$ cat src/rtl/mac_cfg_loader.sv
// Configuration front-end for mac_cluster: assembles a framed word stream into a
// shadow register and applies it to cfg with a one-cycle cset strobe.
module mac_cfg_loader #(
  parameter int MAC_CONF_WIDTH = 4,
  parameter int MAC_MIN_WIDTH  = 8,
  parameter int MAC_ACC_WIDTH  = 32,
  parameter int WORD_WIDTH     = 32,
  localparam int CFG_WIDTH     = 4 * MAC_ACC_WIDTH + MAC_CONF_WIDTH,
  localparam int NUM_WORDS     = (CFG_WIDTH + WORD_WIDTH - 1) / WORD_WIDTH
) (
  input  logic                  clk,
  input  logic                  reset,
  input  logic                  in_valid,
  output logic                  in_ready,
  input  logic [WORD_WIDTH-1:0] in_data,
  input  logic                  in_last,
  output logic [CFG_WIDTH-1:0]  cfg,
  output logic                  cset,
  output logic                  busy,
  output logic                  done,
  output logic                  err
);

  localparam int WCW = $clog2(NUM_WORDS + 1);
  localparam logic [WCW-1:0] LAST_IDX = WCW'(NUM_WORDS - 1);

  localparam logic [1:0] S_IDLE  = 2'd0;
  localparam logic [1:0] S_LOAD  = 2'd1;
  localparam logic [1:0] S_APPLY = 2'd2;

  // Operand width only documents the cluster; reject configurations that cannot fit.
  if (MAC_MIN_WIDTH > MAC_ACC_WIDTH) begin : g_bad_widths
    $error("mac_cfg_loader: MAC_MIN_WIDTH exceeds MAC_ACC_WIDTH");
  end

  logic [1:0]           state;
  logic [WCW-1:0]       wcnt;
  logic [WCW-1:0]       wr_idx;
  logic [CFG_WIDTH-1:0] shadow;
  logic [CFG_WIDTH-1:0] shadow_nxt;
  logic                 xfer;

  assign in_ready = reset & (state != S_APPLY);
  assign xfer     = in_valid & in_ready;
  assign busy     = (state != S_IDLE);
  assign cset     = (state == S_APPLY);

  // Shadow with the incoming word merged in; bits past CFG_WIDTH are simply never stored.
  always_comb begin
    wr_idx     = (state == S_IDLE) ? '0 : wcnt;
    shadow_nxt = shadow;
    for (int b = 0; b < CFG_WIDTH; b++) begin
      if (wr_idx == WCW'(b / WORD_WIDTH)) shadow_nxt[b] = in_data[b % WORD_WIDTH];
    end
  end

  always_ff @(posedge clk) begin
    if (!reset) begin
      state  <= S_IDLE;
      wcnt   <= '0;
      shadow <= '0;
      cfg    <= '0;
      done   <= 1'b0;
      err    <= 1'b0;
    end else begin
      done <= 1'b0;
      err  <= 1'b0;
      case (state)
        S_IDLE: begin
          if (xfer) begin
            shadow <= shadow_nxt;
            wcnt   <= WCW'(1);
            if (in_last && (NUM_WORDS > 1)) begin
              err  <= 1'b1;
              wcnt <= '0;
            end else if (in_last) begin
              cfg   <= shadow_nxt;
              state <= S_APPLY;
            end else begin
              state <= S_LOAD;
            end
          end
        end
        S_LOAD: begin
          if (xfer) begin
            shadow <= shadow_nxt;
            if (in_last && (wcnt == LAST_IDX)) begin
              cfg   <= shadow_nxt;
              wcnt  <= wcnt + 1'b1;
              state <= S_APPLY;
            end else if (in_last || (wcnt >= LAST_IDX)) begin
              err   <= 1'b1;
              wcnt  <= '0;
              state <= S_IDLE;
            end else begin
              wcnt <= wcnt + 1'b1;
            end
          end
        end
        S_APPLY: begin
          done  <= 1'b1;
          state <= S_IDLE;
        end
        default: state <= S_IDLE;
      endcase
    end
  end

endmodule

$ cat config.mk
export PLATFORM = sky130hd
export DESIGN_NAME = mac_cfg_loader
export DESIGN_NICKNAME = d
export VERILOG_FILES = /design/src/rtl/mac_cfg_loader.sv
export SDC_FILE = /design/constraint.sdc
export NUM_CORES = 1
export LEC_CHECK = 0
export ABC_AREA = 0
export BUFFER_PORTS_ARGS = -buffer_cell sky130_fd_sc_hd__buf_2
export CAP_MARGIN = 15
export CELL_PAD_IN_SITES_DETAIL_PLACEMENT = 1
export CELL_PAD_IN_SITES_GLOBAL_PLACEMENT = 1
export CORE_MARGIN = 2
export CORE_UTILIZATION = 42
export DETAILED_ROUTE_END_ITERATION = 7
export PLACE_DENSITY = 0.75
export SYNTH_ARGS = -nofsm -noshare
export SYNTH_HDL_FRONTEND = slang
export SYNTH_SLANG_ARGS = --single-unit
$ cat constraint.sdc
create_clock -name clk -period 2.3 [get_ports clk]
set_input_delay 0.115 -clock clk [delete_from_list [all_inputs] [get_ports clk]]
set_output_delay 0.115 -clock clk [all_outputs]
set_load 0.005 [all_outputs]
==> run summary, run 1 <==
Avg WL per Cell: 19.7 um
Final Cycle Share: 90.6%
Die Wd: 165 um
Max Cap Viol: 0
die footprint: 27100 um^2
Slew Viols, Final: 0
Mapped Cells: 1241
sw frac: 22.6%
Pwr Density: 756 nW/um^2
clock slew at reported path FFs: 60 ps
vias in the first global route: 9910
Initial DRT Pass Iterations: 5
Netlist cell types: 44
share of layout cells above drive strength 1: 19.3%
crit start category: flop
Fin. Hold Viols: 0
H-tree lvl count: 1
skew final: 9.51 ps
Via Count: 9739
cell-internal power: 7.76 mW
upper clock frequency limit: 480 MHz
WP data arrival: 2540 ps
post-route minimum period: 2080 ps
Final Setup Violations: 0
Hold Crit Start: shadow[115]$_SDFFE_PN0P_
Crit. Startpoint: wcnt[1]$_SDFFE_PN0P_
Starting Density: 42.9%
I/O pin total: 173
initial drt markers: 582
TritonCTS clock tree: built
clock latency on the worst-skew pair: 540 ps
Layout Nets: 1421
Clock Sinks: 271
first-pass GRT wire length: 53.8 mm
Post-Route WL: 34.1 mm
CTS buffer count: 29
initial antenna violation count: 0
RR Startpoint: wcnt[1]$_SDFFE_PN0P_
YS warnings: 0
Hold WC Path Type: flop to flop
RSZ-0062 raised after global routing: no
Clk pwr share: 47.0%
flop-to-flop setup slack: 220 ps
Final Core Density: 52.6%
PortBufs: 172
Die Span Y: 165 um
grt ovf: 0
Final TNS setup: 0 ps
layout overhead on the synthesized area: 22.5%
register bit total from synthesis: 271
Post-Syn Area: 10800 um^2
total power: 10.0 mW
Max transition margin: 33.2%
Avg Cell Area, Syn: 8.74 um^2
Post-Syn Nets: 1279
std cell rows: 58
Clock Tree Root: clkbuf_16
Seq pwr share: 47.5%
share of the yosys chip area belonging to registers: 50.0%
n_diodes: 0
Setup CP Type: flop to flop
antenna viol nets, final: 0
Total GRT Usage: 24.7%
P_leak: 5.26 nW
Gate power share: 5.5%
RePlAce Congestion: 0.795
peak supply drop: 0.429 mV
Net Switching: 2.27 mW
critical path required time: 2750 ps
Clock Tree Buf Depth: 3
status: finished, final reports clean
DR vias/cell: 5.62
Critical Path Fanout Max: 37
worst slew pin tran: 1000 ps
core area: 25300 um^2
critical path capture point type: flop
hpwl dp: 21.5 mm
pin count of the biggest net entering global routing: 102
DRC viols: 0
worst max-delay path, stage by stage (launching register included):
cell	delay, ps
dfxtp_1	420
inv_1	140
ha_1	260
and4_2	410
nand2_2	140
inv_6	330
mux2i_1	270
final cells by class:
class | instances | area [um^2]
clock buffer | 46 | 890
tap | 330 | 413
sequential | 271 | 5430
multi-input combinational | 830 | 4830
fill | 2984 | 12000
inverter | 8 | 35.0
timing repair buffer | 243 | 1610
clock inverter | 4 | 70.1
per-stage QoR:
stage	instances	worst slack [ps]	hold WS, ps	instance area (um^2)
detailed placement	1647	192	421	12000
global route	1732	72.0	473	13300
global placement	1647	326	410	12000
CTS	1732	123	443	13300
floorplan	1241	524	258	10800
finish	1732	216	448	13300
sequential cells by signal (all words and copies together) (netlist names):
| name | cells |
|---|---|
| wcnt | 3 |
| shadow | 132 |
| done | 1 |
| err | 1 |
| state | 2 |
| cfg | 132 |
per-layer routing:
| layer | up-vias | global-route usage [%] | wire length, um |
|---|---|---|---|
| met5 | - | 0 | 0 |
| met4 | 0 | 6.32 | 741 |
| met3 | 44 | 2.66 | 1240 |
| met2 | 193 | 44.6 | 17300 |
| met1 | 4814 | 31.4 | 14800 |
| li1 | 4688 | - | - |
cell families after synthesis:
family	count (synthesis)	share of synthesized area, %
adder cells (fa/ha/maj)	2	0.231
multiplexers	107	9.88
AND/OR/NAND/NOR	350	15.6
buffers and inverters	140	5.71
flip-flops	271	50.0
AO/OA/AOI/OAI	371	18.6
power groups by stage:
stage / logic, mW / registers (mW) / clock network (mW)
floorplan: 0.298 / 4.86 / 0
global placement: 0.499 / 4.87 / 0
detailed placement: 0.506 / 4.87 / 0
CTS: 0.555 / 4.77 / 4.78
global route: 0.595 / 4.77 / 4.99
finish: 0.556 / 4.77 / 4.71
cells in the mapped netlist, drive strengths merged:
library cell | number | area [um^2]
a311o | 1 | 10.0
o21bai | 1 | 7.51
and3b | 1 | 8.76
o211ai | 32 | 240
nand4 | 58 | 378
nand2b | 2 | 12.5
buf | 43 | 253
and2 | 1 | 6.26
dfxtp | 271 | 5430
and3 | 2 | 12.5
a22oi | 6 | 45.0
nor4bb | 1 | 10.0
inv | 8 | 32.5
o21a | 2 | 15.0
and4 | 1 | 8.76
o32ai | 1 | 27.5
nand3 | 96 | 480
a31o | 1 | 8.76
nor2 | 4 | 15.0
nor2b | 4 | 25.0
or3 | 6 | 37.5
a31oi | 5 | 31.3
nand4bb | 1 | 11.3
nor3 | 6 | 46.3
a21oi | 100 | 512
clkbuf | 89 | 334
nand3b | 1 | 7.51
ha | 2 | 25.0
o21ai | 222 | 1110
nand2 | 164 | 618
mux2i | 107 | 1070
or2 | 2 | 12.5
repair_timing:
action / in CTS / in global routing
hold buffers: 35 / 0
hold endpoints to repair: 138 / 0
resized for setup: 0 / 1
buffers inserted: 0 / 0
setup endpoints to repair: 0 / 5
path summary, 6_finish.rpt:
kind,to,cells past startpoint
min,shadow[115]$_SDFFE_PN0P_,2
min reg2reg,shadow[115]$_SDFFE_PN0P_,2
max,cfg[39]$_SDFFE_PN0P_,6
max reg2reg,cfg[39]$_SDFFE_PN0P_,6
cells in the final DEF (no fill, tap or decap), drive strengths merged, types with 4 or more instances in the layout:
master | netlist | final
o21ai | 222 | 222
nand4 | 58 | 58
nor3 | 6 | 6
inv | 8 | 8
clkbuf | 89 | 46
nor2 | 4 | 4
nor2b | 4 | 4
nand2 | 164 | 164
a22oi | 6 | 6
a31oi | 5 | 5
dlygate4sd3 | 0 | 35
dfxtp | 271 | 271
mux2i | 107 | 107
nand3 | 96 | 96
or3 | 6 | 6
a21oi | 100 | 100
buf | 43 | 208
o211ai | 32 | 32
(Power assumes the default switching activity.)
==> run 2, diff against run 1 <==
BUFFER_PORTS_ARGS = -buffer_cell sky130_fd_sc_hd__clkbuf_2   (was -buffer_cell sky130_fd_sc_hd__buf_2)
==> run 2 against run 1 <==
First-iteration DRC count up 6.2%. Worst setup slack worse by 25 ps. Sequential power about the same.
==> run summary, run 2 (synthesized netlist as in run 1, its figures left out) <==
Layout Nets: 1416 (-0.35%)
Total GRT Usage: 25.1% (+0.35 points)
slowest CP cell: inv_4
post_cts resized: 0 (unchanged)
die footprint: 27100 um^2 (unchanged)
critical path capture point type: flop
flop-to-flop setup slack: 190 ps (-30 ps)
Hold Crit Start: in_last
Fin. Hold Viols: 0 (unchanged)
I/O pin total: 173 (unchanged)
crit start category: flop
Pwr Density: 769 nW/um^2 (+1.8%)
worst slew pin tran: 733 ps (-270 ps)
hold path depth: 3 (+1)
peak supply drop: 0.523 mV (+22%)
Slew Viols, Final: 0 (unchanged)
critical path required time: 2760 ps (about the same)
Die Span Y: 165 um (unchanged)
Layout fillers: 3007 (+0.77%)
clock slew at reported path FFs: 60 ps (about the same)
WL met3: 1.32 mm (+5.9%)
Max Cap Viol: 0 (unchanged)
Starting Density: 42.9% (unchanged)
Clock Tree Root: clkbuf_16
initial drt markers: 618 (+6.2%)
Hold WC Path Type: primary input to flop
core area: 25300 um^2 (unchanged)
WL met1: 14.8 mm (+0.13%)
Gate power share: 5.4% (about the same)
Final Cycle Share: 91.7% (+1.1 points)
CP delay by family, top: buffers and inverters
top sig layer: met4
max incr delay on CP: 450 ps (+30 ps)
Via Count: 9916 (+1.8%)
vias in the first global route: 10000 (+1.0%)
Seq pwr share: 46.8% (-0.7 points)
path depth of the worst reg2reg path: 6 (unchanged)
Clock Tree Buf Depth: 3 (unchanged)
footprint of the multi-input gates: 4830 um^2 (unchanged)
Avg WL per Cell: 20.1 um (+1.8%)
leading cell type in the layout, fill and taps excluded: dfxtp_1
CTS buffer count: 30 (+3.4%)
Initial DRT Pass Iterations: 5 (unchanged)
pin count of the biggest net entering global routing: 176 (+73%)
PortBufs: 172 (unchanged)
register area: 5430 um^2 (unchanged)
clock latency on the worst-skew pair: 540 ps (about the same)
RePlAce Congestion: 0.816 (+2.5%)
DR vias/cell: 5.73 (+1.9%)
RR Startpoint: wcnt[1]$_SDFFE_PN0P_
antenna viol nets, final: 0 (unchanged)
Critical Path Fanout Max: 37 (unchanged)
TritonCTS clock tree: built
Max transition margin: 51.2% (+18 points)
Setup CP Type: flop to flop
Final TNS setup: 0 ps (unchanged)
skew final: 11.8 ps (+2.27 ps)
grt ovf: 0 (unchanged)
first-pass GRT wire length: 54.2 mm (+0.78%)
sw frac: 22.5% (-0.077 points)
most frequent cells in the layout: dfxtp_1 (271), clkbuf_2 (171), nand2_1 (163)
Final Core Density: 52.4% (-0.16 points)
Clock Sinks: 271 (unchanged)
Final Setup Violations: 0 (unchanged)
top flop regs: cfg: 132 flops, shadow: 132 flops, wcnt: 3 flops
DRC viols: 0 (unchanged)
Die Wd: 165 um (unchanged)
reg-to-reg endpoint: cfg[42]$_SDFFE_PN0P_
post-route minimum period: 2110 ps (+25.1 ps)
initial antenna violation count: 0 (unchanged)
hpwl dp: 21.3 mm (-1.2%)
P_leak: 5.12 nW (-2.7%)
# Post-CTS Setup Buffers: 0 (unchanged)
met2 WL: 17.4 mm (+0.58%)
Post-CTS Hold Buffers: 34 (-2.9%)
n_diodes: 0 (unchanged)
Post-Route WL: 34.7 mm (+1.7%)
Clk pwr share: 47.8% (+0.8 points)
status: finished, final reports clean
cell-internal power: 7.88 mW (+1.5%)
std cell rows: 58 (unchanged)
layout overhead on the synthesized area: 22.1%
Hold EP: err$_SDFF_PN0_
Net Switching: 2.30 mW (+1.1%)
share of layout cells above drive strength 1: 18.9% (-0.33 points)
CP Cell Sequence: inv_1 > ha_1 > and4_2 > nand2_2 > inv_4 > mux2i_1
Bufs and invs on worst path: 2 (unchanged)
H-tree lvl count: 1 (unchanged)
WP data arrival: 2570 ps (+30 ps)
upper clock frequency limit: 474 MHz (-1.2%)
RSZ-0062 raised after global routing: no
run 2: cell count changes in the layout (fill, tap and decap cells not counted), moves of 2 or more:
cell       previous run  this run
buf_2               171         0
clkbuf_2              0       171
clkbuf_1              7        11
buf_12               10         7
buf_4                26        24
clkbuf_16            29        31
run 2: metrics by stage:
| step | power [mW] | worst slack (ps) | area (um^2) | std cells | hold slack [ps] |
|---|---|---|---|---|---|
| after detailed placement | 5.37 | 186 | 11900 | 1642 | 443 |
| after global placement | 5.36 | 337 | 11900 | 1642 | 438 |
| after CTS | 10.3 | 170 | 13200 | 1730 | 14.5 |
| final | 10.2 | 191 | 13200 | 1730 | 24.3 |
| after global routing | 10.5 | 32.6 | 13200 | 1730 | 101 |
| after floorplan | 5.16 | 524 | 10800 | 1241 | 258 |
run 2: worst max path at each step:
stage	from	endpoint	cells after the start	slack, ps
2_1_floorplan	wcnt[0]$_SDFFE_PN0P_	cfg[40]$_SDFFE_PN0P_	8	520
3_3_place_gp	wcnt[1]$_SDFFE_PN0P_	cfg[44]$_SDFFE_PN0P_	6	340
3_5_place_dp	wcnt[1]$_SDFFE_PN0P_	cfg[42]$_SDFFE_PN0P_	6	190
4_1_cts	wcnt[1]$_SDFFE_PN0P_	cfg[42]$_SDFFE_PN0P_	6	170
5_1_grt	wcnt[1]$_SDFFE_PN0P_	cfg[42]$_SDFFE_PN0P_	6	30
6_report	wcnt[1]$_SDFFE_PN0P_	cfg[42]$_SDFFE_PN0P_	6	190
run 2: power groups by stage:
stage / clock [mW] / sequential [mW] / combinational [mW]
2_1_floorplan: 0 / 4.86 / 0.298
3_3_place_gp: 0 / 4.87 / 0.490
3_5_place_dp: 0 / 4.87 / 0.497
4_1_cts: 4.95 / 4.77 / 0.547
5_1_grt: 5.14 / 4.77 / 0.586
6_report: 4.87 / 4.77 / 0.546
run 2: layout make-up:
type / count / area share, %
clock inverters: 3 / 0.492
flip-flops and latches: 271 / 41.0
multi-input cells: 830 / 36.5
repair buffers: 237 / 11.5
inverters: 8 / 0.246
well taps: 330 / 3.12
clock buffers: 51 / 7.11
run 2: metal layers:
metal	vias to the layer above	GRT usage, %
li1	4686	-
met1	4913	31.3
met2	249	44.6
met3	68	2.91
met4	0	9.05
met5	-	0
run 2: tightest hold or removal path, delay by kind of cell:
kind	cells	cell delay, ps
buffers and inverters	1	160
AO/OA/AOI/OAI	1	190
AND/OR/NAND/NOR	1	60
==> run 3, diff against run 2 <==
==> constraint.sdc (replaced) <==
create_clock -name clk -period 2.3 [get_ports clk]
set_input_delay 0.46 -clock clk [delete_from_list [all_inputs] [get_ports clk]]
set_output_delay 0.46 -clock clk [all_outputs]
set_load 0.05 [all_outputs]
==> run 3 against run 2 <==
Core utilization shrank 0.87 points. Count of clock-buffer cells in the layout fell by 15. Critical path depth shrank 4. Die area is the same. First-iteration DRC count rose by 9.9%. Via count shrank 2.4%. Register-to-register slack worse by 30 ps. Fmax down 5.1%. Sequential cell count is the same.
==> run summary, run 3 (synthesized netlist as in run 1, its figures left out) <==
max incr delay on CP: 530 ps (+80 ps)
Total GRT Usage: 24.2% (-0.89 points)
first-pass GRT wire length: 52.4 mm (-3.3%)
Bufs and invs on worst path: 1 (-1)
Clock Tree Buf Depth: 3 (unchanged)
die footprint: 27100 um^2 (unchanged)
WP data arrival: 1760 ps (-810 ps)
core area: 25300 um^2 (unchanged)
leading cell type in the layout, fill and taps excluded: dfxtp_1
Post-Route WL: 33.7 mm (-2.9%)
I/O pin total: 173 (unchanged)
most frequent cells in the layout: dfxtp_1 (270), clkbuf_2 (170), nand2_1 (163)
layout overhead on the synthesized area: 20.1%
Layout Nets: 1382 (-2.4%)
skew final: 13.2 ps (+1.37 ps)
grt ovf: 0 (unchanged)
Final Cycle Share: 96.6% (+4.9 points)
Final TNS setup: 0 ps (unchanged)
std cell rows: 58 (unchanged)
Final Setup Violations: 0 (unchanged)
clock slew at reported path FFs: 70 ps (about the same)
Starting Density: 42.9% (unchanged)
initial drt markers: 679 (+9.9%)
Die Span Y: 165 um (unchanged)
RSZ-0062 raised after global routing: no
Pwr Density: 813 nW/um^2 (+5.7%)
Die Wd: 165 um (unchanged)
Hold WC Path Type: primary input to flop
DRC viols: 0 (unchanged)
TritonCTS clock tree: built
Layout fillers: 3025 (+0.60%)
CTS buffer count: 29 (-3.3%)
Post-CTS Hold Buffers: 0 (-100%)
slowest CP cell: dfxtp_1
upper clock frequency limit: 450 MHz (-5.1%)
Fin. Hold Viols: 0 (unchanged)
RePlAce Congestion: 0.785 (-3.8%)
n_diodes: 0 (unchanged)
share of layout cells above drive strength 1: 20.3% (+1.4 points)
critical path capture point type: output pin
Avg WL per Cell: 19.9 um (-1.0%)
post-route minimum period: 2220 ps (+114 ps)
PortBufs: 172 (unchanged)
# Post-CTS Setup Buffers: 0 (unchanged)
clock latency on the worst-skew pair: 560 ps (+20 ps)
CP Cell Sequence: nor2b_2 > clkbuf_2
Initial DRT Pass Iterations: 5 (unchanged)
Critical Path Fanout Max: 8 (-78%)
Clock Tree Root: clkbuf_16
pin count of the biggest net entering global routing: 197 (+12%)
Clock Sinks: 271 (unchanged)
peak supply drop: 0.514 mV (-1.8%)
vias in the first global route: 9597 (-4.1%)
critical path required time: 1840 ps (-920 ps)
Via Count: 9678 (-2.4%)
initial antenna violation count: 0 (unchanged)
antenna viol nets, final: 0 (unchanged)
Max Cap Viol: 0 (unchanged)
P_leak: 5.05 nW (-1.4%)
top flop regs: cfg: 132 flops, shadow: 132 flops, wcnt: 3 flops
crit start category: flop
CP delay by family, top: flip-flops
total power: 10.6 mW (+4.0%)
Setup CP Type: flop to output pin
Max transition margin: 45.1% (-6.1 points)
status: finished, final reports clean
Slew Viols, Final: 0 (unchanged)
hpwl dp: 21.0 mm (-1.5%)
DR vias/cell: 5.70 (-0.50%)
worst slew pin tran: 823 ps (+90.8 ps)
H-tree lvl count: 1 (unchanged)
## run 3: changes by cell type in the layout (fill, tap and decap cells not counted), moves of 2 or more
cell and change:
inv_6 +2, clkbuf_16 -2, clkbuf_8 -3, clkbuf_1 -10, buf_12 +2, bufinv_16 +5
clkinv_2 +7, dlygate4sd3_1 -34
## run 3: metrics by stage
stage               setup WS (ps)  hold WS [ps]  area, um^2  cells  utilization [%]
finish                       77.4           208       13000   1697             51.5
global route                 24.2           219       13000   1697             51.5
CTS                          71.3           198       13000   1697             51.5
detailed placement            207           443       11900   1643             47.2
global placement              307           437       11900   1643             47.2
floorplan                    70.2           429       10800   1241                -
## run 3: report_power, final
part	internal [mW]	leakage [nW]	switching (mW)
sequential	4.74	2.19	0.0289
clock	3.29	0.545	2.02
combinational	0.138	2.31	0.371
## run 3: tightest hold or removal path, stage by stage
cell,delay [ps]
buf_6,130
nand2_1,70
mux2i_1,50
## run 3: path summary, 6_finish.rpt
path,from,to,slack [ps],cells after the start
hold / removal,reset,shadow[99]$_SDFFE_PN0P_,210,3
setup / recovery,state[1]$_SDFFE_PN0P_,cset,80,2
hold reg to reg,shadow[108]$_SDFFE_PN0P_,shadow[108]$_SDFFE_PN0P_,450,2
setup reg to reg,wcnt[1]$_SDFFE_PN0P_,cfg[0]$_SDFFE_PN0P_,160,6
## run 3: layout make-up
class / instances / area, um^2 / share of cell area [%]
repair buffers: 204 / 1220 / 9.39
inverters: 8 / 32.5 / 0.250
multi-input cells: 830 / 4830 / 37.1
well taps: 330 / 413 / 3.17
flip-flops and latches: 271 / 5430 / 41.7
clock buffers: 36 / 812 / 6.24
clock inverters: 18 / 277 / 2.12
## run 3: layer usage
layer	GRT usage, %	vias to the layer above	wire, um
met5	0	-	0
met4	6.96	0	853
met3	2.84	55	1130
met2	43.0	202	17000
met1	30.9	4799	14800
li1	-	4622	-
## run 3: repair_timing
action                                 4_1_cts  5_1_grt
resized for setup                            2        0
setup endpoints to repair                    3        0
endpoints found under the hold margin        0        0
